<file path="config.mk">
export PLATFORM = sky130hd
export DESIGN_NAME = step_sequencer_flat
export DESIGN_NICKNAME = d
export VERILOG_FILES = /design/src/rtl/step_sequencer_if.sv /design/src/rtl/step_sequencer.sv /design/src/flat_wrapper.sv
export SDC_FILE = /design/constraint.sdc
export NUM_CORES = 1
export LEC_CHECK = 0
export CAP_MARGIN = 5
export CORE_MARGIN = 8
export CORE_UTILIZATION = 47
export DETAILED_ROUTE_END_ITERATION = 7
export GPL_TIMING_DRIVEN = 0
export PLACE_DENSITY = 0.87
export REMOVE_ABC_BUFFERS = 1
export SETUP_SLACK_MARGIN = 0.5
export SYNTH_ARGS = -nofsm -noshare
export SYNTH_HDL_FRONTEND = slang
export SYNTH_SLANG_ARGS = --single-unit
</file>
<file path="constraint.sdc">
create_clock -name CLKb -period 2.45 [get_ports CLKb]
set_input_delay 0.3675 -clock CLKb [delete_from_list [all_inputs] [get_ports CLKb]]
set_output_delay 0.3675 -clock CLKb [all_outputs]
set_load 0.01 [all_outputs]
</file>
<file path="src/rtl/step_sequencer_if.sv">
// Fetch/bus inputs and control-strobe outputs of the step sequencer.
// The slave modport is the sequencer; the master side drives start and bus.
interface step_sequencer_if #(
    parameter int CNTW = 8
);
    logic            start;
    logic [9:0]      bus;
    logic            Ext;
    logic            IRin;
    logic [1:0]      Rin;
    logic            ENW;
    logic [1:0]      Rout;
    logic            ENR;
    logic            Ain;
    logic            Gin;
    logic            Gout;
    logic [3:0]      FN;
    logic [1:0]      T;
    logic            done;
    logic            err;
    logic [CNTW-1:0] icount;

    modport master (
        output start, bus,
        input  Ext, IRin, Rin, ENW, Rout, ENR, Ain, Gin, Gout, FN, T, done, err, icount
    );

    modport slave (
        input  start, bus,
        output Ext, IRin, Rin, ENW, Rout, ENR, Ain, Gin, Gout, FN, T, done, err, icount
    );
endinterface

</file>
<file path="src/rtl/step_sequencer.sv">
// Multi-cycle instruction sequencer: fetches from the shared bus in T0 and
// steps LOAD/MOV/ALU instructions through T1-T3, trapping illegal opcodes.
//
// state  | meaning
// S_T0   | fetch; latch IR from bus when start=1
// S_T1   | first execute step (LOAD/MOV finish here)
// S_T2   | ALU operand / function step
// S_T3   | ALU writeback, done
// S_TRAP | illegal opcode, held until CLRn
module step_sequencer #(
    parameter int CNTW = 8
) (
    input  logic             CLKb,
    input  logic             CLRn,
    step_sequencer_if.slave  sif
);

    typedef enum logic [2:0] {
        S_T0   = 3'd0,
        S_T1   = 3'd1,
        S_T2   = 3'd2,
        S_T3   = 3'd3,
        S_TRAP = 3'd4
    } state_t;

    state_t          state_q, state_d;
    // IR[5:4] carry no meaning, so only Rx, Ry and the opcode are kept.
    logic [7:0]      ir_q, ir_d;
    logic [CNTW-1:0] icount_q, icount_d;

    logic [1:0] rx, ry;
    logic [3:0] op;
    logic       op_bin, op_un;

    logic       ext, irin, enw, enr, ain, gin, gout, done, err;
    logic [1:0] rin, rout;
    logic [3:0] fn;

    assign rx     = ir_q[7:6];
    assign ry     = ir_q[5:4];
    assign op     = ir_q[3:0];
    assign op_bin = (op >= 4'd2) && (op <= 4'd6);
    assign op_un  = (op == 4'd7) || (op == 4'd8);

    always_ff @(posedge CLKb or negedge CLRn) begin
        if (!CLRn) begin
            state_q  <= S_T0;
            ir_q     <= '0;
            icount_q <= '0;
        end else begin
            state_q  <= state_d;
            ir_q     <= ir_d;
            icount_q <= icount_d;
        end
    end

    always_comb begin
        state_d  = state_q;
        ir_d     = ir_q;
        icount_d = icount_q;
        ext      = 1'b0;
        irin     = 1'b0;
        rin      = 2'd0;
        enw      = 1'b0;
        rout     = 2'd0;
        enr      = 1'b0;
        ain      = 1'b0;
        gin      = 1'b0;
        gout     = 1'b0;
        fn       = 4'd0;
        done     = 1'b0;
        err      = 1'b0;

        case (state_q)
            S_T0: begin
                if (sif.start) begin
                    ext     = 1'b1;
                    irin    = 1'b1;
                    ir_d    = {sif.bus[9:6], sif.bus[3:0]};
                    state_d = S_T1;
                end
            end
            S_T1: begin
                state_d = S_T2;
                if (op == 4'd0) begin
                    ext  = 1'b1;
                    rin  = rx;
                    enw  = 1'b1;
                    done = 1'b1;
                end else if (op == 4'd1) begin
                    rout = ry;
                    enr  = 1'b1;
                    rin  = rx;
                    enw  = 1'b1;
                    done = 1'b1;
                end else if (op_bin || op_un) begin
                    rout = op_bin ? rx : ry;
                    enr  = 1'b1;
                    ain  = 1'b1;
                end else begin
                    state_d = S_TRAP;
                end
            end
            S_T2: begin
                state_d = S_T3;
                gin     = 1'b1;
                fn      = op;
                if (op_bin) begin
                    rout = ry;
                    enr  = 1'b1;
                end
            end
            S_T3: begin
                gout = 1'b1;
                rin  = rx;
                enw  = 1'b1;
                done = 1'b1;
            end
            S_TRAP: begin
                err = 1'b1;
            end
            default: begin
                state_d = S_T0;
            end
        endcase

        if (done) begin
            state_d  = S_T0;
            icount_d = icount_q + CNTW'(1);
        end
    end

    assign sif.Ext    = ext;
    assign sif.IRin   = irin;
    assign sif.Rin    = rin;
    assign sif.ENW    = enw;
    assign sif.Rout   = rout;
    assign sif.ENR    = enr;
    assign sif.Ain    = ain;
    assign sif.Gin    = gin;
    assign sif.Gout   = gout;
    assign sif.FN     = fn;
    assign sif.T      = (state_q == S_TRAP) ? 2'd3 : state_q[1:0];
    assign sif.done   = done;
    assign sif.err    = err;
    assign sif.icount = icount_q;

endmodule

</file>
<file path="src/flat_wrapper.sv">
// flat-port wrapper written by rule: the top's interface ports become plain ports
module step_sequencer_flat 
#(
    parameter int CNTW = 8
)
  (CLKb, CLRn, sif_start, sif_bus, sif_Ext, sif_IRin, sif_Rin, sif_ENW, sif_Rout, sif_ENR, sif_Ain, sif_Gin, sif_Gout, sif_FN, sif_T, sif_done, sif_err, sif_icount);
  step_sequencer_if #(.CNTW(CNTW)) sif_i ();
  input  logic CLKb;
  input  logic CLRn;
  input wire logic [$bits(sif_i.start)-1:0] sif_start;
  input wire logic [$bits(sif_i.bus)-1:0] sif_bus;
  output wire logic [$bits(sif_i.Ext)-1:0] sif_Ext;
  output wire logic [$bits(sif_i.IRin)-1:0] sif_IRin;
  output wire logic [$bits(sif_i.Rin)-1:0] sif_Rin;
  output wire logic [$bits(sif_i.ENW)-1:0] sif_ENW;
  output wire logic [$bits(sif_i.Rout)-1:0] sif_Rout;
  output wire logic [$bits(sif_i.ENR)-1:0] sif_ENR;
  output wire logic [$bits(sif_i.Ain)-1:0] sif_Ain;
  output wire logic [$bits(sif_i.Gin)-1:0] sif_Gin;
  output wire logic [$bits(sif_i.Gout)-1:0] sif_Gout;
  output wire logic [$bits(sif_i.FN)-1:0] sif_FN;
  output wire logic [$bits(sif_i.T)-1:0] sif_T;
  output wire logic [$bits(sif_i.done)-1:0] sif_done;
  output wire logic [$bits(sif_i.err)-1:0] sif_err;
  output wire logic [$bits(sif_i.icount)-1:0] sif_icount;
  assign sif_i.start = sif_start;
  assign sif_i.bus = sif_bus;
  assign sif_Ext = sif_i.Ext;
  assign sif_IRin = sif_i.IRin;
  assign sif_Rin = sif_i.Rin;
  assign sif_ENW = sif_i.ENW;
  assign sif_Rout = sif_i.Rout;
  assign sif_ENR = sif_i.ENR;
  assign sif_Ain = sif_i.Ain;
  assign sif_Gin = sif_i.Gin;
  assign sif_Gout = sif_i.Gout;
  assign sif_FN = sif_i.FN;
  assign sif_T = sif_i.T;
  assign sif_done = sif_i.done;
  assign sif_err = sif_i.err;
  assign sif_icount = sif_i.icount;
  step_sequencer #(.CNTW(CNTW)) u_core (.CLKb(CLKb), .CLRn(CLRn), .sif(sif_i));
endmodule
</file>
==> run metrics <==
area share of the leading cell type in the synthesized netlist 0.429; Async SR Flop Fraction 1.00; worst slew pin tran 0.880 ns; setup repair after global routing missed its margin yes; slowest cell on the critical path dfrtp_2; Clk pwr share 0.072; post-route cell area 1780 um2; fmax 0.467 GHz; Synth Register Bits 19; reg2reg end u_core.sif.icount[1]; placed cell area 1450 um2; Worst slew margin 0.411; io pins 40; Reg power frac 0.276; Crit path max-delay family flip-flops; GP Congestion 0.777; fin nets 173; hold crit path type reg2reg; worst path required time 2.08 ns; share of cells above drive strength 1 0.506; routed wire length 3810 um; DRC 0; maxcap violations 0; clock slew at reported path FFs 0.11 ns; drt initial violations 63; met1 WL 1410 um; crit path max fanout 4; largest net degree at the start of global routing 20; endpoints failing hold 0; # port buffers 37; Pwr Total 2.19 mW; met3 routed WL 279 um; vias in the first global route 1,095; DR WL/cell 20.5 um; clock skew 0.00212 ns; Vias 1,053; combinational share of power 0.652; root buffer cell clkbuf_4; Lkg Pwr 0.813 nW; worst hold path endpoint u_core.sif.icount[7]; Worst Setup Start Kind flop; DP Wirelength 1910 um; CP Cell Sequence nor3b_4 > buf_4 > buf_6 > o21ai_2 > a221oi_2 > buf_2; top sig layer met4; Placeable Area 2210 um2; Setup crit end kind output pin; fin cells 186; Max VDD drop 0.894 mV; Die Footprint 4170 um2; Die W 64.5 um; CP Class reg2out; Netlist cell types 36; r2r startpoint u_core.state_q[2]; clk sinks 19; first-pass GRT wire length 5380 um; hold wc startpoint u_core.sif.icount[7]; status completed; Largest stage delay, worst path 0.47 ns; CP Buf/Inv Count 3; commonest non-fill, non-tap cell in the layout buf_4; area grow syn2layout 60.7%; Main synth FF type dfrtp_1; Mapped Area 1110 um2; gr usage total 0.159; initial antenna violation count 0; PD cells 1230 nW/um2; Gate Count Post-Synth 95; yosys warns 0; Reg2Reg Depth 7; average size of a mapped cell 11.7 um2; endpoints failing setup 0; Placed Cells 152; P_int 1.28 mW; Final min period 2.14 ns; height of the die 64.5 um; 1st-pass router iterations 4; diodes inserted 0; initial core utilization 0.501; EDFF count, synth 0; grt total ovfl 0; share of the yosys chip area belonging to registers 0.429; Slew Viols, Final 0; most frequent cells in the layout 23 x buf_4, 18 x clkdlybuf4s50_1, 12 x dfrtp_1, 9 x mux2_1; Rows 17; hold depth 1; Clock Tree Buf Depth 2; DRT antenna net count 0; Yosys top cell by area dfrtp_1; Clk Latency, worst-skew pair 0.29 ns; reg2reg setup slack 0.71 ns; CTS tree done; via/cell ratio 5.66; Sw Ratio 0.414; CP arrival 1.77 ns; final worst-path cycle share 0.874; WHS 0.502 ns; H-tree depth 1; synth top area cells dfrtp_1 43%, mux2_1 9.2%, xnor2_1 5.5%; NetSw 0.908 mW; TritonCTS buffer count 3; metal2 WL 2030 um
per-layer routing:
metal,up-vias,track usage
met4,0,0.0490
met3,12,0.0378
li1,467,-
met2,50,0.302
met5,-,0
met1,524,0.167
final cells by class:
cell class,instances,area (um2)
multi-input combinational,68,663
fill,124,433
clock inverter,1,5.00
sequential,19,484
timing repair buffer,67,569
clock buffer,3,22.5
tap,28,35.0
logic make-up (layout without fill, tap and decap cells):
| logic type | count (synthesis) | count (layout) | synth area share |
|---|---|---|---|
| xor gates and xnor gates | 8 | 8 | 0.0633 |
| muxes | 10 | 10 | 0.101 |
| buffers and inverters | 8 | 71 | 0.0587 |
| adders and majority gates | 1 | 1 | 0.0113 |
| DFF | 19 | 19 | 0.429 |
| AOI/OAI and AO/OA | 11 | 11 | 0.0802 |
| and+or+nand+nor | 38 | 38 | 0.257 |
cells in the mapped netlist, types with 3 or more instances:
library cell  instances
dfrtp_1              19
mux2_1                9
and2_1                8
xnor2_1               7
nand4_1               5
buf_4                 3
buf_6                 3
nor3_1                3
nor3b_2               3
or2_2                 3
how the worst max path moves through the flow:
stage	from	to	slack, ns	cells after the start
2_1_floorplan	u_core.state_q[1]	sif_Ext	0.51	2
3_3_place_gp	sif_start	sif_Ext	-0.41	4
3_5_place_dp	sif_start	sif_Ext	-0.42	4
4_1_cts	u_core.state_q[2]	sif_ENR	0.29	6
5_1_grt	u_core.state_q[2]	sif_ENR	0.23	6
6_report	u_core.state_q[1]	sif_ENR	0.31	6
metrics by stage:
step / TNS [ns] / setup slack (ns) / utilization
floorplan: 0 / 0.510 / -
global placement: -0.755 / -0.408 / 0.654
detailed placement: -0.784 / -0.422 / 0.654
CTS: 0 / 0.291 / 0.761
global route: 0 / 0.226 / 0.804
finish: 0 / 0.308 / 0.804
registers in the layout (all words and copies together) (netlist names):
register and cells:
u_core.ir_q 8, u_core.sif.icount 8, u_core.state_q 3
worst register-to-register path: cells and delay by family (launching register included):
kind / cells / cell delay, ns
muxes: 1 / 0.34
AOI/OAI and AO/OA: 1 / 0.14
DFF: 1 / 0.48
buffers and inverters: 4 / 0.54
and+or+nand+nor: 1 / 0.14
power groups by stage:
stage | Combinational, mW | Sequential [mW] | Clock [mW]
after floorplan | 0.462 | 0.607 | 0
after global placement | 0.812 | 0.627 | 0
after detailed placement | 0.841 | 0.643 | 0
after CTS | 1.15 | 0.596 | 0.164
after global routing | 1.51 | 0.622 | 0.178
final | 1.43 | 0.605 | 0.158
timing repair:
action                                  in CTS  in global routing
pin swaps                                    5                 11
endpoints found under the setup margin      27                 16
buffers inserted                            20                 10
gates resized for setup                     64                 30
hold buffers                                 0                  0
No activity file was read; power rests on OpenSTA's default activity.
